--- config.mk ---
export PLATFORM = sky130hd
export DESIGN_NAME = calc_display_sequencer
export DESIGN_NICKNAME = d
export VERILOG_FILES = /design/src/rtl/calc_display_sequencer.sv
export SDC_FILE = /design/constraint.sdc
export NUM_CORES = 1
export LEC_CHECK = 0
export ABC_AREA = 1
export BUFFER_PORTS_ARGS = -buffer_cell sky130_fd_sc_hd__buf_2
export CORE_ASPECT_RATIO = 1.4
export CORE_UTILIZATION = 56
export CTS_CLUSTER_DIAMETER = 100
export DETAILED_ROUTE_END_ITERATION = 8
export GPL_TIMING_DRIVEN = 1
export PLACE_DENSITY = 0.77
export REMOVE_ABC_BUFFERS = 1
export SLEW_MARGIN = 0
export SYNTH_ARGS = -nofsm -noshare
export SYNTH_HDL_FRONTEND = slang
export SYNTH_SLANG_ARGS = --single-unit
--- constraint.sdc ---
create_clock -name clk -period 2.95 [get_ports clk]
set_input_delay 0.59 -clock clk [delete_from_list [all_inputs] [get_ports clk]]
set_output_delay 0.59 -clock clk [all_outputs]
set_load 0.02 [all_outputs]
--- src/rtl/calc_display_sequencer.sv ---
// calc_display_sequencer: takes an 8-bit two's-complement result (or error flag)
// over a valid/ready handshake, converts it to decimal symbols by repeated
// subtraction, and plays the symbols one at a time on a single 7-segment digit,
// repeating the sequence until a new result arrives.
module calc_display_sequencer #(
    parameter int unsigned DWELL_CYCLES = 1000000,
    parameter int unsigned GAP_CYCLES   = 250000
) (
    input  logic       clk,
    input  logic       rst_n,
    input  logic       res_valid,
    input  logic [7:0] res_data,
    input  logic       res_err,
    output logic       res_ready,
    output logic [6:0] segments,
    output logic       dp,
    output logic       busy
);

    typedef enum logic [1:0] {
        ST_IDLE    = 2'd0,
        ST_CONVERT = 2'd1,
        ST_SHOW    = 2'd2,
        ST_BLANK   = 2'd3
    } state_t;

    // Counter must hold the longer of the dwell time and the end-of-sequence gap.
    localparam int unsigned LONG_GAP = 4 * GAP_CYCLES;
    localparam int unsigned CNT_MAX  = (DWELL_CYCLES > LONG_GAP) ? DWELL_CYCLES : LONG_GAP;
    localparam int unsigned CW       = $clog2(CNT_MAX + 1);

    localparam logic [CW-1:0] DWELL_LOAD = CW'(DWELL_CYCLES - 1);
    localparam logic [CW-1:0] GAP_LOAD   = CW'(GAP_CYCLES - 1);
    localparam logic [CW-1:0] LONG_LOAD  = CW'(LONG_GAP - 1);

    // Internal symbol codes: 0..9 are digits, the rest are glyphs.
    localparam logic [3:0] SYM_MINUS = 4'd10;
    localparam logic [3:0] SYM_E     = 4'd11;
    localparam logic [3:0] SYM_R     = 4'd12;
    localparam logic [3:0] SYM_BLANK = 4'd15;

    // Segment pattern (g..a) for an internal symbol code.
    function automatic logic [6:0] seg_encode(input logic [3:0] sym);
        logic [6:0] seg;
        case (sym)
            4'd0:    seg = 7'h3F;
            4'd1:    seg = 7'h06;
            4'd2:    seg = 7'h5B;
            4'd3:    seg = 7'h4F;
            4'd4:    seg = 7'h66;
            4'd5:    seg = 7'h6D;
            4'd6:    seg = 7'h7D;
            4'd7:    seg = 7'h07;
            4'd8:    seg = 7'h7F;
            4'd9:    seg = 7'h6F;
            4'd10:   seg = 7'h40;
            4'd11:   seg = 7'h79;
            4'd12:   seg = 7'h50;
            default: seg = 7'h00;
        endcase
        return seg;
    endfunction

    state_t          state_q, state_d;
    logic [8:0]      rem_q, rem_d;
    logic [3:0]      hund_q, hund_d;
    logic [3:0]      tens_q, tens_d;
    logic            neg_q, neg_d;
    logic            err_q, err_d;
    logic [3:0][3:0] syms_q, syms_d;
    logic [2:0]      nsym_q, nsym_d;
    logic [1:0]      idx_q, idx_d;
    logic [CW-1:0]   cnt_q, cnt_d;
    logic [6:0]      segments_q, segments_d;
    logic            dp_q, dp_d;
    logic            busy_q, busy_d;
    logic            ready_q, ready_d;

    logic            xfer_s;
    logic            last_s;
    logic [8:0]      mag_s;
    logic [2:0]      pos_s;

    // Next-state logic: handshake, conversion steps, display sequencing, and
    // output values derived from the next state so the outputs are registered.
    always_comb begin
        state_d    = state_q;
        rem_d      = rem_q;
        hund_d     = hund_q;
        tens_d     = tens_q;
        neg_d      = neg_q;
        err_d      = err_q;
        syms_d     = syms_q;
        nsym_d     = nsym_q;
        idx_d      = idx_q;
        cnt_d      = cnt_q;
        segments_d = 7'h00;
        dp_d       = 1'b0;
        busy_d     = 1'b0;
        ready_d    = 1'b0;
        pos_s      = 3'd0;

        xfer_s = res_valid && ready_q;
        last_s = ({1'b0, idx_q} == (nsym_q - 3'd1));

        if (res_data[7]) begin
            mag_s = 9'd256 - {1'b0, res_data};
        end else begin
            mag_s = {1'b0, res_data};
        end

        if (xfer_s) begin
            // New result discards whatever sequence was playing.
            state_d = ST_CONVERT;
            rem_d   = mag_s;
            hund_d  = 4'd0;
            tens_d  = 4'd0;
            neg_d   = res_data[7];
            err_d   = res_err;
            syms_d  = {4{SYM_BLANK}};
            nsym_d  = 3'd0;
            idx_d   = 2'd0;
            cnt_d   = '0;
        end else begin
            case (state_q)
                ST_IDLE: begin
                    state_d = ST_IDLE;
                end
                ST_CONVERT: begin
                    if (err_q) begin
                        syms_d    = {4{SYM_BLANK}};
                        syms_d[0] = SYM_E;
                        syms_d[1] = SYM_R;
                        syms_d[2] = SYM_R;
                        nsym_d    = 3'd3;
                        state_d   = ST_SHOW;
                        idx_d     = 2'd0;
                        cnt_d     = DWELL_LOAD;
                    end else if (rem_q >= 9'd100) begin
                        rem_d  = rem_q - 9'd100;
                        hund_d = hund_q + 4'd1;
                    end else if (rem_q >= 9'd10) begin
                        rem_d  = rem_q - 9'd10;
                        tens_d = tens_q + 4'd1;
                    end else begin
                        // Remainder is the ones digit: assemble the symbol list.
                        syms_d = {4{SYM_BLANK}};
                        if (neg_q) begin
                            syms_d[pos_s[1:0]] = SYM_MINUS;
                            pos_s = pos_s + 3'd1;
                        end else begin
                            pos_s = pos_s;
                        end
                        if (hund_q != 4'd0) begin
                            syms_d[pos_s[1:0]] = hund_q;
                            pos_s = pos_s + 3'd1;
                        end else begin
                            pos_s = pos_s;
                        end
                        if ((hund_q != 4'd0) || (tens_q != 4'd0)) begin
                            syms_d[pos_s[1:0]] = tens_q;
                            pos_s = pos_s + 3'd1;
                        end else begin
                            pos_s = pos_s;
                        end
                        syms_d[pos_s[1:0]] = rem_q[3:0];
                        nsym_d  = pos_s + 3'd1;
                        state_d = ST_SHOW;
                        idx_d   = 2'd0;
                        cnt_d   = DWELL_LOAD;
                    end
                end
                ST_SHOW: begin
                    if (cnt_q == '0) begin
                        state_d = ST_BLANK;
                        if (last_s) begin
                            cnt_d = LONG_LOAD;
                        end else begin
                            cnt_d = GAP_LOAD;
                        end
                    end else begin
                        cnt_d = cnt_q - 1'b1;
                    end
                end
                ST_BLANK: begin
                    if (cnt_q == '0) begin
                        state_d = ST_SHOW;
                        cnt_d   = DWELL_LOAD;
                        if (last_s) begin
                            idx_d = 2'd0;
                        end else begin
                            idx_d = idx_q + 2'd1;
                        end
                    end else begin
                        cnt_d = cnt_q - 1'b1;
                    end
                end
                default: begin
                    state_d = ST_IDLE;
                end
            endcase
        end

        if (state_d == ST_SHOW) begin
            segments_d = seg_encode(syms_d[idx_d]);
            dp_d       = ({1'b0, idx_d} == (nsym_d - 3'd1));
        end else begin
            segments_d = 7'h00;
            dp_d       = 1'b0;
        end
        busy_d  = (state_d == ST_CONVERT);
        ready_d = (state_d != ST_CONVERT);
    end

    // State and output registers with synchronous active-low reset.
    always_ff @(posedge clk) begin
        if (!rst_n) begin
            state_q    <= ST_IDLE;
            rem_q      <= 9'd0;
            hund_q     <= 4'd0;
            tens_q     <= 4'd0;
            neg_q      <= 1'b0;
            err_q      <= 1'b0;
            syms_q     <= {4{SYM_BLANK}};
            nsym_q     <= 3'd0;
            idx_q      <= 2'd0;
            cnt_q      <= '0;
            segments_q <= 7'h00;
            dp_q       <= 1'b0;
            busy_q     <= 1'b0;
            ready_q    <= 1'b0;
        end else begin
            state_q    <= state_d;
            rem_q      <= rem_d;
            hund_q     <= hund_d;
            tens_q     <= tens_d;
            neg_q      <= neg_d;
            err_q      <= err_d;
            syms_q     <= syms_d;
            nsym_q     <= nsym_d;
            idx_q      <= idx_d;
            cnt_q      <= cnt_d;
            segments_q <= segments_d;
            dp_q       <= dp_d;
            busy_q     <= busy_d;
            ready_q    <= ready_d;
        end
    end

    assign segments  = segments_q;
    assign dp        = dp_q;
    assign busy      = busy_q;
    assign res_ready = ready_q;

endmodule

==> metrics.cfg, run 1 <==
[cells_and_area]
nets = 866
n_antenna_cell = 0
synthToLayoutAreaGrowth_pct = 25.2
n_fill_cell = 661
layout-drive-gt1-share_pct = 23.1

[setup_path]
cpPeakStageDelay_ns = 0.32
worstPathArrival_ns = 3.20
cp_common_cell = nand2_1
cp_max_fo = 4
crit_chain = inv_2 > ha_4 > nand2_4 > nor2_4 > ha_4 > xor2_2 > inv_2 > ha_4 > buf_6 > a21oi_2 > nand3_2 > o21ai_2 > nand2_1 > nand3_2 > nand2_4 > nor2_4 > inv_2 > ha_1 > nand2_1 > nand2_1 > nand2_1 > a21oi_2
required_ns = 3.17
crit_type = register to register
start_kind = register
end_kind = register
slowest_stage = dfxtp_2

[yosys]
synth_area_leaders = dfxtp_1 (30%), nand2_1 (14%), inv_1 (8.0%), ha_1 (6.5%), nand3_1 (6.0%)
synth.top_cells.by_count = nand2_1 (180), inv_1 (102), dfxtp_1 (72), nor2_1 (70), nand3_1 (57)
synth-compound-area-share_pct = 14.2
syn_area_per_cell_um2 = 6.43
synth.ff_latch_count = 72
synth_area_leader_cell = dfxtp_1
synth_top_family_by_area = simple AND/OR/NAND/NOR gates
yosys.area_share.simple_pct = 35.7
synthMuxAreaShare_pct = 0.209
syn-cell-area_mm2 = 0.00479
synth-xor-area-share_pct = 3.11
synthDistinctLibCells = 38
yosysWarnings = 0
synth_ff_type = dfxtp_1
yosysTopAreaCellShare_pct = 30.1
synth-edff-count = 0
yosysSeqAreaShare_pct = 30.1
async_flop_share_pct = 0
yosysMostFrequentCell = nand2_1
netlist_instances = 745
synthAdderAreaFrac_pct = 6.53

[global_route]
grt_max_degree = 26
grt_first_pass_wirelength_mm = 23.1
grt_pass1_vias = 5112
grt_overflow = 0
antenna_found_initial = 0
grt_usage_pct = 33.5

[detailed_routing]
via_per_inst = 5.63
vias = 5274
drtIter0Drc = 321
wl_per_cell_um = 15.3
drtPass1Iterations = 6
drc = 0
ant_nets = 0
routed_wl_mm = 14.3

[sta]
clock.fmax_ghz = 0.335
clock_skew_ns = 0.00659
setup-tns-final_ns = -0.0452
min_period_over_period_pct = 101
hold_viol = 0
setup_viol = 3
fin_ws_ns = -0.0318
grt_setup_unrepaired = yes
slew_violations = 0
maxSlewHeadroom_pct = 54.4
period_needed_ns = 2.98
tightest_slew_ns = 0.684

[die]
rows = 39
boundaryPins = 22
core_mm2 = 0.00825
die_width_um = 80.1
start_util_pct = 58.0
die_y_um = 111
die_area_mm2 = 0.00893

[clock_tree]
ctsHtreeMaxLevel = 3
insertion_delay_ns = 0.34
root_buffer = clkbuf_16
clock_sinks = 72
cts.clk_slew.worst_paths_ns = 0.06
cts.path.max_buffers = 2
cts_tree = done
cts_buffers = 9

[power_and_ir_drop]
leakage_nw = 2.92
power.density_mw_per_mm2 = 734
total_power_w = 0.00440
irDropWorstVdd_v = 0.000458

[status]
status = finished with violations
violations = setup timing

[place]
place_congestion = 0.984
io_buffers = 21
hpwl_mm = 10.2

[run]
cap_violations = 0

[hold_path]
min_path_type = register to register

-- path summary, 6_finish.rpt --
check | cells past startpoint | start | end | slack, ns
worst max-delay path | 22 | hund_q[0] | segments[4] | -0.03
worst min-delay path | 1 | cnt_q[0] | cnt_q[0] | 0.44
worst max register to register | 22 | hund_q[0] | segments[4] | -0.03
worst min register to register | 1 | cnt_q[0] | cnt_q[0] | 0.44
-- state kept, by name, summed over array words and instances (netlist names) --
signal     cells
state_q        2
neg_q          1
cnt_q         20
rem_q          9
res_ready      1
err_q          1
nsym_q         3
segments       7
tens_q         4
idx_q          2
busy           1
hund_q         4
syms_q        16
dp             1
-- area by class of cell --
cell class	instances	area, µm²	share of cell area [%]
well taps	102	128	2.13
repair buffers	88	616	10.3
inverters	110	417	6.95
multi-input cells	548	3060	51.0
clock buffers	11	253	4.22
clock inverters	5	78.8	1.32
flip-flops and latches	72	1440	24.1
-- worst max-delay path: cells and delay by family (launching register included) --
| kind | cells | cell delay [ns] |
|---|---|---|
| and+or+nand+nor | 10 | 0.96 |
| adders and majority gates | 4 | 0.76 |
| buffers and inverters | 4 | 0.39 |
| DFF | 1 | 0.32 |
| AOI/OAI and AO/OA | 3 | 0.27 |
| xor gates and xnor gates | 1 | 0.17 |
-- per-layer routing --
| metal | part of all wire, % | wire length, µm | track usage [%] | up-vias |
|---|---|---|---|---|
| met3 | 5.2 | 748 | 6.23 | 94 |
| met1 | 37 | 5230 | 34.6 | 2404 |
| li1 | - | - | - | 2578 |
| met4 | 7.7 | 1100 | 26.3 | 0 |
| met5 | 0 | 0 | 0 | - |
| met2 | 51 | 7230 | 58.0 | 198 |
-- cells in the final DEF, fill, tap and decap left out, types with 7 or more instances in the layout --
cell type,instances
nor2_2,11
dfxtp_1,70
nand2_1,176
inv_1,93
xor2_1,11
o21ai_1,7
nand2_2,18
nor2_1,65
a21oi_1,43
inv_2,15
nor3_1,18
buf_4,65
buf_2,21
ha_1,16
nand4_1,8
o21ai_0,50
clkbuf_16,9
nand3_1,53
-- through the flow --
step	utilization [%]	area, µm²	hold slack, ns	worst slack (ns)	std cells
final	72.7	5990	0.445	-0.0318	936
after global routing	72.7	5990	0.464	-0.218	936
after CTS	71.2	5870	0.450	0.0000397	933
after detailed placement	64.6	5330	0.439	-0.266	904
after global placement	64.6	5330	0.441	-0.201	904
after floorplan	-	4710	0.425	-0.169	730
-- report_power, final --
group / switching, W / internal, W
sequential: 0.0000812 / 0.00107
clock: 0.000430 / 0.000785
combinational: 0.00127 / 0.000759
total: 0.00178 / 0.00262
-- what timing repair did --
item / CTS / global route
pin swaps: 22 / 20
gates resized for setup: 32 / 30
endpoints found under the setup margin: 7 / 8
buffers inserted: 13 / 4
gates cloned: 0 / 0
hold buffers: 0 / 0
-- logic make-up (layout without fill, tap and decap cells) --
kind of cell / count (synthesis) / after routing
compound gates: 127 / 127
xor+xnor: 17 / 17
fa+ha+maj: 25 / 25
buf+inv: 125 / 214
flops: 72 / 72
mux: 1 / 1
simple gates: 378 / 378
Power figures use the tool's default switching activity.
==> run 2, diff against run 1 <==
--- a/config.mk
+++ b/config.mk
@@ -8,11 +8,11 @@
 export ABC_AREA = 1
 export BUFFER_PORTS_ARGS = -buffer_cell sky130_fd_sc_hd__buf_2
 export CORE_ASPECT_RATIO = 1.4
-export CORE_UTILIZATION = 56
+export CORE_UTILIZATION = 57
 export CTS_CLUSTER_DIAMETER = 100
 export DETAILED_ROUTE_END_ITERATION = 8
 export GPL_TIMING_DRIVEN = 1
-export PLACE_DENSITY = 0.77
+export PLACE_DENSITY = 0.75
 export REMOVE_ABC_BUFFERS = 1
 export SLEW_MARGIN = 0
 export SYNTH_ARGS = -nofsm -noshare
==> constraint.sdc (replaced) <==
create_clock -name clk -period 3.8 [get_ports clk]
set_input_delay 0.76 -clock clk [delete_from_list [all_inputs] [get_ports clk]]
set_output_delay 0.76 -clock clk [all_outputs]
set_load 0.02 [all_outputs]
==> metrics.cfg, run 2 (synthesis gave the netlist of run 1 again) <==
[global_route]
grt_first_pass_wirelength_mm = 20.9
grt_usage_pct = 30.7
grt_pass1_vias = 4565
grt_overflow = 0
grt_max_degree = 26
antenna_found_initial = 0

[hold_path]
min_path_type = register to register
hold_start = cnt_q[0]
holdPathStages = 1
min_to = cnt_q[0]

[sta]
tightest_slew_ns = 0.624
holdWs_ns = 0.452
clock.fmax_ghz = 0.286
period_needed_ns = 3.49
fin_ws_ns = 0.308
hold_viol = 0
slew_violations = 0
min_period_over_period_pct = 91.9
clock_skew_ns = 0.00638
maxSlewHeadroom_pct = 58.4
setup_viol = 0

[setup_path]
cp_max_fo = 6
worstPathArrival_ns = 3.72
cpPeakStageDelay_ns = 0.32
r2r-start = hund_q[1]
required_ns = 4.02
r2r_slack_ns = 0.31
end_kind = register
crit_start = hund_q[1]
slowest_stage = dfxtp_1
start_kind = register
crit_chain = inv_1 > ha_2 > nand2_2 > nor2_4 > ha_2 > xor2_2 > inv_1 > ha_1 > nor3_1 > nand2_1 > o21ai_0 > o21ai_1 > nor2_1 > nand2_1 > nand2_1 > nand2_1 > nand2_2 > inv_1 > ha_1 > inv_1 > nand3_1 > nand3_1 > a21oi_1
reg2reg_depth = 23
crit_type = register to register
r2r-end = segments[4]

[cells_and_area]
layout-drive-gt1-share_pct = 11.9
fin_util_pct = 64.9
largest_register_ffs = 20
top_regs = cnt_q (20), syms_q (16), rem_q (9)
n_fill_cell = 743
nets = 807
final_common_cell = nand2_1
final_cell_mix = nand2_1 (179), inv_1 (101), dfxtp_1 (72)
synthToLayoutAreaGrowth_pct = 10.4
fin_cells = 874
largest_register = cnt_q
n_antenna_cell = 0

[clock_tree]
root_buffer = clkbuf_16
clock_sinks = 72
cts_tree = done
insertion_delay_ns = 0.34
cts_buffers = 9
cts.path.max_buffers = 2
cts.clk_slew.worst_paths_ns = 0.06
hold_buffers = 0
ctsHtreeMaxLevel = 3

[detailed_routing]
vias = 4768
ant_nets = 0
drc = 0
routed_wl_mm = 12.8
via_per_inst = 5.46
drtPass1Iterations = 5
wl_per_cell_um = 14.7
drtIter0Drc = 191

[die]
die_width_um = 79.5
boundaryPins = 22
rows = 39
core_mm2 = 0.00815
die_area_mm2 = 0.00877
die_y_um = 110
start_util_pct = 58.7

[place]
place_congestion = 0.978
dpl_worst_slack_ns = 0.312
hpwl_mm = 9.75
io_buffers = 21
placed_cells = 859

[power_and_ir_drop]
leakage_nw = 2.58
irDropWorstVdd_v = 0.000327
power.density_mw_per_mm2 = 560

[run]
cap_violations = 0

[status]
status = finished clean

[run 2: where the power goes]
group	switching [W]	total (W)	leakage [nW]	internal (W)
registers	0.0000687	0.000902	0.586	0.000833
logic	0.000870	0.00130	1.87	0.000425
clock network	0.000297	0.000762	0.130	0.000465
total	0.00124	0.00296	2.58	0.00172
[run 2: how the worst max path moves through the flow]
stage	endpoint	slack [ns]	cells after the start
2_1_floorplan	segments[4]	0.68	22
3_3_place_gp	segments[4]	0.41	23
3_5_place_dp	segments[4]	0.31	23
4_1_cts	segments[4]	0.29	24
5_1_grt	segments[3]	-0.02	24
6_report	segments[4]	0.31	23
[run 2: per-stage QoR]
step / area [µm²] / setup TNS (ns) / total power [W]
floorplan: 4710 / 0 / 0.00187
global placement: 4990 / 0 / 0.00216
detailed placement: 4990 / 0 / 0.00217
CTS: 5250 / 0 / 0.00294
global route: 5290 / -0.0200 / 0.00317
finish: 5290 / 0 / 0.00296
[run 2: worst max-delay path, delay by kind of cell (launching register included)]
kind / cells / cell delay, ns
xor gates and xnor gates: 1 / 0.19
buffers and inverters: 4 / 0.38
DFF: 1 / 0.32
adders and majority gates: 4 / 1.07
and+or+nand+nor: 11 / 1.19
AOI/OAI and AO/OA: 3 / 0.23
[run 2: layer usage]
metal	up-vias	routed length, µm	track usage, %
li1	2448	-	-
met5	-	0	0
met4	0	944	25.2
met3	62	493	4.55
met2	144	6420	52.3
met1	2114	4960	32.5
[run 2: cell type report]
class | instances | area [µm²] | share of cell area [%]
Inverter | 110 | 414 | 7.83
Multi-Input combinational cell | 548 | 2880 | 54.4
Clock inverter | 1 | 5.00 | 0.0947
Timing Repair Buffer | 29 | 165 | 3.12
Sequential cell | 72 | 1440 | 27.3
Tap cell | 102 | 128 | 2.41
Clock buffer | 12 | 256 | 4.85
[run 2: timing repair]
| item | in CTS | in global routing |
|---|---|---|
| gates resized for setup | 0 | 7 |
| endpoints found under the setup margin | 0 | 7 |
| buffers inserted | 0 | 2 |
==> run 3, diff against run 2 <==
--- a/config.mk
+++ b/config.mk
@@ -7,7 +7,6 @@
 export LEC_CHECK = 0
 export ABC_AREA = 1
 export BUFFER_PORTS_ARGS = -buffer_cell sky130_fd_sc_hd__buf_2
-export CORE_ASPECT_RATIO = 1.4
 export CORE_UTILIZATION = 57
 export CTS_CLUSTER_DIAMETER = 100
 export DETAILED_ROUTE_END_ITERATION = 8
==> constraint.sdc (replaced) <==
create_clock -name clk -period 3.8 [get_ports clk]
set_input_delay 0.57 -clock clk [delete_from_list [all_inputs] [get_ports clk]]
set_output_delay 0.57 -clock clk [all_outputs]
set_load 0.02 [all_outputs]
==> metrics.cfg, run 3 (synthesis gave the netlist of run 1 again) <==
[cells_and_area]
final_common_cell = nand2_1
layout-drive-gt1-share_pct = 12.5
final_cell_mix = nand2_1 (179), inv_1 (102), dfxtp_1 (71)
nets = 806
fin_util_pct = 64.0
largest_register = cnt_q
n_antenna_cell = 0
stdcell_area_mm2 = 0.00524
top_regs = cnt_q (20), syms_q (16), rem_q (9)
synthToLayoutAreaGrowth_pct = 9.36
largest_register_ffs = 20

[clock_tree]
cts_setup_buffers = 0
cts.clk_slew.worst_paths_ns = 0.09
cts_tree = done
cts_buffers = 9
clock_sinks = 72
insertion_delay_ns = 0.37
cts.path.max_buffers = 2
root_buffer = clkbuf_8
ctsHtreeMaxLevel = 3

[sta]
holdWs_ns = 0.467
setup_viol = 0
min_period_over_period_pct = 93.7
clock_skew_ns = 0.0131
clock.fmax_ghz = 0.281
hold_viol = 0
slew_violations = 0
period_needed_ns = 3.56
tightest_slew_ns = 0.792
setup-tns-final_ns = 0
maxSlewHeadroom_pct = 47.0

[setup_path]
r2r_slack_ns = 0.24
cp_max_fo = 6
crit_type = register to register
start_kind = register
worstPathArrival_ns = 3.82
required_ns = 4.06
r2r-start = hund_q[0]
r2r-end = segments[4]
end_kind = register
reg2reg_depth = 24

[global_route]
top_usage_layer = met2
grt_usage_pct = 30.1
met2_usage_pct = 49.8
grt_first_pass_wirelength_mm = 20.5
grt_max_degree = 26
antenna_found_initial = 0
grt_overflow = 0
globalRouteMet3Util_pct = 5.04
grt_pass1_vias = 4497
met1_usage_pct = 37.5

[power_and_ir_drop]
leakage_nw = 2.54
seqPwrFrac_pct = 32.0
p_sw_share_pct = 44.5
power.density_mw_per_mm2 = 539
total_power_w = 0.00282
combPwrFrac_pct = 45.3
p_sw_w = 0.00126
clock_power_share_pct = 22.7
irDropWorstVdd_v = 0.000291
p_int_w = 0.00156

[detailed_routing]
ant_nets = 0
routed_wl_mm = 12.4
drtPass1Iterations = 5
via_per_inst = 5.49
wl_per_cell_um = 14.1
drc = 0
drtIter0Drc = 244
vias = 4827

[die]
rows = 33
core_mm2 = 0.00818
die_width_um = 93.6
boundaryPins = 22
die_y_um = 93.6
die_area_mm2 = 0.00877
start_util_pct = 58.6

[place]
placedInstanceArea_mm2 = 0.00500
place_congestion = 0.961
hpwl_mm = 9.19
io_buffers = 21

[hold_path]
hold_start = res_err
min_path_type = input pin to register
holdPathStages = 3
min_to = err_q

[status]
status = finished clean

[run]
cap_violations = 0

## run 3: how the worst max path moves through the flow
stage                   start     endpoint  slack, ns  cells after the start
floorplan           hund_q[0]  segments[4]       0.68                     22
global placement    hund_q[0]  segments[4]       0.37                     22
detailed placement  hund_q[0]  segments[4]       0.24                     22
CTS                 hund_q[0]  segments[4]       0.22                     22
global route        hund_q[0]  segments[3]     -0.008                     25
finish              hund_q[0]  segments[4]       0.24                     24
## run 3: critical path, cell delays in order (launching register included)
cell and delay, ns:
dfxtp_1 0.33, inv_1 0.13, ha_1 0.22, nand2_2 0.10, nor2_4 0.13, ha_2 0.32, xor2_2 0.19, inv_1 0.12
ha_1 0.25, inv_1 0.12, o21ai_0 0.16, nor2_1 0.07, nand2_1 0.07, nand3_1 0.06, nor2_1 0.16, nand2_1 0.08
nand2_1 0.08, nand2_1 0.09, nand2_4 0.11, inv_1 0.06, ha_1 0.29, inv_1 0.09, nand3_1 0.08, nand3_1 0.08
a21oi_1 0.06
## run 3: layer usage
layer,vias to the layer above,wire length (µm)
met3,36,681
met5,-,0
li1,2444,-
met4,0,471
met1,2196,5370
met2,151,5830
## run 3: power by group through the flow
stage / logic (W) / registers [W] / clock network, W
6_report: 0.00128 / 0.000902 / 0.000640
5_1_grt: 0.00145 / 0.000911 / 0.000672
4_1_cts: 0.00125 / 0.000899 / 0.000646
3_5_place_dp: 0.00125 / 0.000916 / 0
3_3_place_gp: 0.00122 / 0.000914 / 0
2_1_floorplan: 0.000964 / 0.000907 / 0
## run 3: repair_timing
item / 4_1_cts / 5_1_grt
hold buffers: 0 / 0
resized for setup: 0 / 10
setup endpoints to repair: 0 / 7
## run 3: area by class of cell
class | instances | area (µm²)
multi-input cells | 548 | 2890
repair buffers | 28 | 158
flip-flops and latches | 72 | 1440
inverters | 110 | 414
fillers | 774 | 2940
well taps | 105 | 131
clock inverters | 7 | 76.3
clock buffers | 9 | 124
## run 3: stage by stage
stage / cells / worst slack (ns)
6_report: 879 / 0.238
5_1_grt: 879 / -0.00831
4_1_cts: 879 / 0.221
3_5_place_dp: 863 / 0.242
3_3_place_gp: 863 / 0.367
2_1_floorplan: 730 / 0.681
